--- config.mk ---
export PLATFORM = sky130hd
export DESIGN_NAME = p2s_shift_flat
export DESIGN_NICKNAME = d
export VERILOG_FILES = /design/src/rtl/fft_serial_pkg.sv /design/src/rtl/p2s_shift_if.sv /design/src/rtl/p2s_bit_counter.sv /design/src/rtl/p2s_shift.sv /design/src/flat_wrapper.sv
export SDC_FILE = /design/constraint.sdc
export NUM_CORES = 1
export LEC_CHECK = 0
export ABC_AREA = 1
export CAP_MARGIN = 20
export CORE_AREA = 4 4 41 43
export CTS_CLUSTER_DIAMETER = 30
export DETAILED_ROUTE_END_ITERATION = 12
export DIE_AREA = 0 0 45 47
export DONT_BUFFER_PORTS = 1
export PLACE_DENSITY_LB_ADDON = 0.25
export SLEW_MARGIN = 0
export SYNTH_ARGS = -nofsm -noshare
export SYNTH_HDL_FRONTEND = slang
export SYNTH_HIERARCHICAL = 1
export SYNTH_SLANG_ARGS = --single-unit
--- constraint.sdc ---
create_clock -name clk -period 2.91 [get_ports clk]
set_clock_uncertainty 0.2 [all_clocks]
set_input_delay 0.4365 -clock clk [delete_from_list [all_inputs] [get_ports clk]]
set_output_delay 0.4365 -clock clk [all_outputs]
set_load 0.02 [all_outputs]
--- src/rtl/fft_serial_pkg.sv ---
// fft_serial_pkg: shared width constant and counter-width helper for the FFT serial links
package fft_serial_pkg;
   localparam int FFT_SER_WIDTH = 4;
   function automatic int cnt_w(input int width);
      return ($clog2(width) > 1) ? $clog2(width) : 1;
   endfunction
endpackage

--- src/rtl/p2s_shift_if.sv ---
// p2s_shift_if: parallel handshake in, serial bit stream out
//   din/in_valid/in_ready : word handshake (master drives din, in_valid)
//   s_out/s_valid/s_last  : serial bit, live-bit flag, last-bit marker
interface p2s_shift_if
   import fft_serial_pkg::*;
#(parameter int width = FFT_SER_WIDTH) ();
   logic [width-1:0] din;
   logic in_valid, in_ready, s_out, s_valid, s_last;
   modport master (output din, in_valid, input in_ready, s_out, s_valid, s_last);
   modport slave (input din, in_valid, output in_ready, s_out, s_valid, s_last);
endinterface

--- src/rtl/p2s_bit_counter.sv ---
// p2s_bit_counter: modulo-width bit counter for the transmit shifter
//   clk, clr : clock, synchronous active-high clear
//   load     : restart at 0 (wins over inc)
//   inc      : advance, wrapping after width-1
//   cnt      : current bit index
//   at_last  : cnt == width-1
module p2s_bit_counter
   import fft_serial_pkg::*;
#(parameter int width = FFT_SER_WIDTH)
(
   input  logic                    clk,
   input  logic                    clr,
   input  logic                    load,
   input  logic                    inc,
   output logic [cnt_w(width)-1:0] cnt,
   output logic                    at_last
);
   localparam int CW = cnt_w(width);
   localparam logic [CW-1:0] LAST = CW'(width - 1);
   logic [CW-1:0] cnt_q, cnt_d;
   always_comb cnt_d = load ? '0 : !inc ? cnt_q : (cnt_q == LAST) ? '0 : cnt_q + 1'b1;
   always_ff @(posedge clk)
      if (clr) cnt_q <= '0;
      else cnt_q <= cnt_d;
   assign cnt = cnt_q;
   assign at_last = cnt_q == LAST;
endmodule

--- src/rtl/p2s_shift.sv ---
// p2s_shift: parallel-in/serial-out transmit shifter, LSB first
//   clk, clr : clock, synchronous active-high clear (priority over everything)
//   bus      : p2s_shift_if slave (din/in_valid/in_ready in, s_out/s_valid/s_last out)
//   P2S_BACKTOBACK_EN : when defined, a new word may load on the s_last cycle for a gapless stream
module p2s_shift
   import fft_serial_pkg::*;
#(parameter int width = FFT_SER_WIDTH)
(
   input  logic       clk,
   input  logic       clr,
   p2s_shift_if.slave bus
);
   localparam int CW = cnt_w(width);
   logic [width-1:0] shreg_q, shreg_d;
   logic busy_q, busy_d, accept, at_last;
   logic [CW-1:0] cnt;
   p2s_bit_counter #(.width(width)) u_cnt (
      .clk(clk), .clr(clr), .load(accept), .inc(busy_q && !accept), .cnt(cnt), .at_last(at_last)
   );
   always_comb begin
      bus.s_out = shreg_q[0];
      bus.s_valid = busy_q;
      bus.s_last = busy_q && (cnt == CW'(width - 1));
`ifdef P2S_BACKTOBACK_EN
      bus.in_ready = !busy_q || bus.s_last;
`else
      bus.in_ready = !busy_q;
`endif
      accept = bus.in_valid && bus.in_ready;
      shreg_d = accept ? bus.din : busy_q ? {1'b0, shreg_q[width-1:1]} : shreg_q;
      // an accept on the last bit keeps busy high; otherwise the last bit ends the word
      busy_d = accept || (busy_q && !at_last);
   end
   always_ff @(posedge clk)
      if (clr) begin
         shreg_q <= '0;
         busy_q <= 1'b0;
      end else begin
         shreg_q <= shreg_d;
         busy_q <= busy_d;
      end
endmodule
--- src/flat_wrapper.sv ---
// flat-port wrapper written by rule: the top's interface ports become plain ports
module p2s_shift_flat import fft_serial_pkg::*;
#(parameter int width = FFT_SER_WIDTH)
  (clk, clr, bus_din, bus_in_valid, bus_in_ready, bus_s_out, bus_s_valid, bus_s_last);
  p2s_shift_if #(.width(width)) bus_i ();
  input  logic clk;
  input  logic clr;
  input wire logic [$bits(bus_i.din)-1:0] bus_din;
  input wire logic [$bits(bus_i.in_valid)-1:0] bus_in_valid;
  output wire logic [$bits(bus_i.in_ready)-1:0] bus_in_ready;
  output wire logic [$bits(bus_i.s_out)-1:0] bus_s_out;
  output wire logic [$bits(bus_i.s_valid)-1:0] bus_s_valid;
  output wire logic [$bits(bus_i.s_last)-1:0] bus_s_last;
  assign bus_i.din = bus_din;
  assign bus_i.in_valid = bus_in_valid;
  assign bus_in_ready = bus_i.in_ready;
  assign bus_s_out = bus_i.s_out;
  assign bus_s_valid = bus_i.s_valid;
  assign bus_s_last = bus_i.s_last;
  p2s_shift #(.width(width)) u_core (.clk(clk), .clr(clr), .bus(bus_i));
endmodule
==> Yosys cells after proc, flatten, opt, wreduce, memory -nomap -nowiden <==
Index checks and enable logic that the tools add are counted.
{ "totals": {"reg_bits": 7, "output_inout_bits": 4} }
{ "classes": {"addsub": 1, "eq_ne": 1, "mux": 3, "n_reduce_logical": 10} }
{ "op_table": {"columns": ["operator", "n"], "rows": [
  ["$mux W4", 2],
  ["$logic_and A1 B1 Y1", 4],
  ["$logic_not A1 Y1", 3],
  ["$add A2 B1 Y2 const B", 1],
  ["$eq A2 B2 Y1 const B", 1],
  ["$mux W2", 1],
  ["$reduce_bool A2 Y1", 1],
  ["$reduce_or A2 Y1", 1],
  ["$logic_or A1 B1 Y1", 1]
]} }

==> Depth between registers and ports, before layout <==
{ "depth": {"depth_word": 4, "mapped_depth": 6, "ltp_nobuf": 5} }

==> Hierarchy <==
The synthesis kept the hierarchy.
{ "by_module_without_submodules": {"columns": ["mod", "instances", "cells_per_inst", "area_each_um2", "seq_area_each_um2"], "rows": [
  ["p2s_shift", 1, 36, 257.7, 100.1],
  ["p2s_bit_counter", 1, 14, 97.6, 40.0]
]} }

==> Worst setup path after synthesis <==
OpenSTA, ideal clock, no wires.
{ "synth_timing": {"kind": "flip-flop to output port", "from": "register u_core.busy_q (netlist: u_core/bus.s_valid)", "to": "output port bus_s_last", "arrival_time_ns": 1.006, "t_required_ns": 2.274, "path_slack_ns": 1.268, "stages_incl_launch_ff": 4, "cell_sequence": "dfxtp_1 > buf_6 > inv_2 > nor2_1"} }
{ "synth_via": {"elab_chain_cells": 1} }
{ "synth_rtl": {"columns": ["element", "line_no", "text"], "rows": [
  ["from (decl)", "p2s_shift.sv:15", "logic busy_q, busy_d, accept, at_last;"],
  ["from (signal assigned)", "p2s_shift.sv:40", "busy_q <= busy_d;"],
  ["$logic_and A1 B1 Y1", "p2s_shift.sv:23", "bus.s_last = busy_q && (cnt == CW'(width - 1));"],
  ["to (decl)", "flat_wrapper.sv:13", "output wire logic [$bits(bus_i.s_last)-1:0] bus_s_last;"]
]} }
No other way between the ends.

==> Final worst setup path <==
Same ends and word-level chain as after synthesis.

==> out/qor.yml <==
clkPwrFrac_pct: 39.4
synth-seq-cells: 7
vdd.ir_drop.worst_mv: 0.218
synth_fp_nets: 58
power.leakage_nw: 0.186
numClockSinks: 7
cts_setup_buffers: 0
ff2ff_path_depth: 5
crit_type: "register to output port"
port_buffers: 0
routedWlPerCell_um: 10.4
grt_pass1_vias: 253
finalWirelength_um: 707
seq_area_frac_synth_pct: 39.4
fmax_mhz: 602
place_area_um2: 367
cts_resized: 0
cap_viol_max_count: 0
final_hold_viol_count: 0
final_area_um2: 393
cp-end-kind: "output port"
worstHoldStart: "clr"
slew_headroom_pct: 73.9
rsz0062_at_grt: "no"
vias: 289
ios: 11
switchingPower_uw: 58.8
setup_tns_ps: 0
gp_congestion: 0.696
clkTransAtPathRegs_ps: 50
drt_iter0_drc: 3
initial_utilization_pct: 27.3
netlist_instances: 50
start_kind: "register"
drive_above_1_share_pct: 20.8
syn_to_final_growth_pct: 10.6
startpoint: "u_core/bus.s_valid"
arrival_ps: 1020
nNetsFinal: 62
grt_pass1_wl_um: 1080
drtAntennaViolNets: 0
clk_path_buf_depth: 2
power_density_mw_per_mm2: 569
run_status: "completed"
grt_max_degree: 12
holdBufCountCts: 0
cts_tree: "yes"
layout.area.seq_um2: 140
rr_startpoint: "u_core/bus.s_valid"
n_antenna_cell: 0
finalMaxSlewViolations: 0
clock_latency_ps: 250
tightest_slew_ps: 390
timing.final.crit_period_ps: 1660
num_rows: 13
timing.final.crit_share_pct: 57.1
synth_cell_types: 15
drc_errors: 0
final_cell_mix: "15 x nand2_1, 7 x dfxtp_1, 6 x nand3_1, 6 x inv_1, 4 x nor2_1"
firstDrtPassIters: 4
syn_avg_cell_area_um2: 7.11
worst_ep_required_time_ps: 2270
rr_endpoint: "u_core/u_cnt/cnt[0]"
p_sw_share_pct: 26.3
ys_warn_count: 6
die_h_um: 47
power_frac_seq_pct: 47.7
finalSetupViolCount: 0
die_x_um: 45
antenna_found_initial: 0
core_mm2: 0.00130
synthesis.area_um2: 355
layout_commonest_cell: "nand2_1"
cts-root-buf: "clkbuf_4"
pwr-share-comb_pct: 13.0
multi_input_area_um2: 170
cp_max_fo: 5
timing.hold.ws_ps: 38.4
overflow: 0
worstHoldPathType: "input pin to register"
grt_usage_pct: 8.16
die_area_mm2: 0.00212
htreeDepth: 1
p_int_uw: 165
ff2ff_setup_slack_ps: 1710
dp_hpwl_um: 577
fillers: 156
endpoint: "bus_s_last"
cts_made_buffers: 3
vias_per_cell: 4.25
-- through the flow --
step / utilization [%] / worst slack [ps] / total power [mW] / cells
floorplan: - / 1270 / 0.134 / 50
global placement: 28.2 / 1510 / 0.138 / 64
detailed placement: 28.2 / 1500 / 0.138 / 64
CTS: 30.2 / 1220 / 0.229 / 68
global route: 30.2 / 1170 / 0.240 / 68
finish: 30.2 / 1250 / 0.224 / 68
-- area by class of cell --
class,instances,share of cell area (%)
Inverter,8,7.64
Timing Repair Buffer,1,1.91
Sequential cell,7,35.7
Clock buffer,4,6.69
Tap cell,15,4.78
Multi-Input combinational cell,33,43.3
-- flip-flops by register name (all words and copies together) (netlist names) --
register / cells
u_core/bus.s_valid: 1
u_core/shreg_q: 4
u_core/u_cnt/cnt: 2
-- Yosys cell counts, drive strengths merged --
master	instances	area [um2]
a211oi	1	7.51
a21oi	2	13.8
buf	1	11.3
clkbuf	1	3.75
dfxtp	7	140
ha	1	12.5
inv	8	30.0
nand2	16	62.6
nand3	6	30.0
nor2	7	43.8
-- power groups by stage --
stage               sequential [mW]  combinational [mW]  clock, mW
global placement              0.109              0.0291          0
detailed placement            0.109              0.0293          0
CTS                           0.107              0.0295     0.0933
finish                        0.107              0.0290     0.0880
floorplan                     0.109              0.0251          0
global route                  0.107              0.0332      0.100
-- critical path, cell delays in order, from the launching register on --
cell     delay, ps
dfxtp_1        340
inv_2           90
nor2_1         340
-- routing by layer --
layer | part of all wire, % | global-route usage, % | vias to the layer above
met5 | 0 | 0 | -
met1 | 47 | 8.47 | 118
met4 | 2.7 | 7.02 | 0
li1 | - | - | 158
met3 | 10 | 7.66 | 4
met2 | 40 | 9.60 | 9
-- logic make-up after synthesis --
logic type	share of synthesized area [%]
simple gates	38.4
compound gates	5.99
flops	39.4
fa+ha+maj	3.52
buf+inv	12.7
-- worst min-delay path by stage --
stage	to	slack (ps)	cells past startpoint
floorplan	u_core/shreg_q[3]	250	2
global placement	u_core/shreg_q[3]	260	2
detailed placement	u_core/shreg_q[3]	260	2
CTS	u_core/shreg_q[3]	30	1
global route	u_core/shreg_q[3]	20	1
finish	u_core/shreg_q[3]	40	1
No activity file was read; power rests on OpenSTA's default activity.
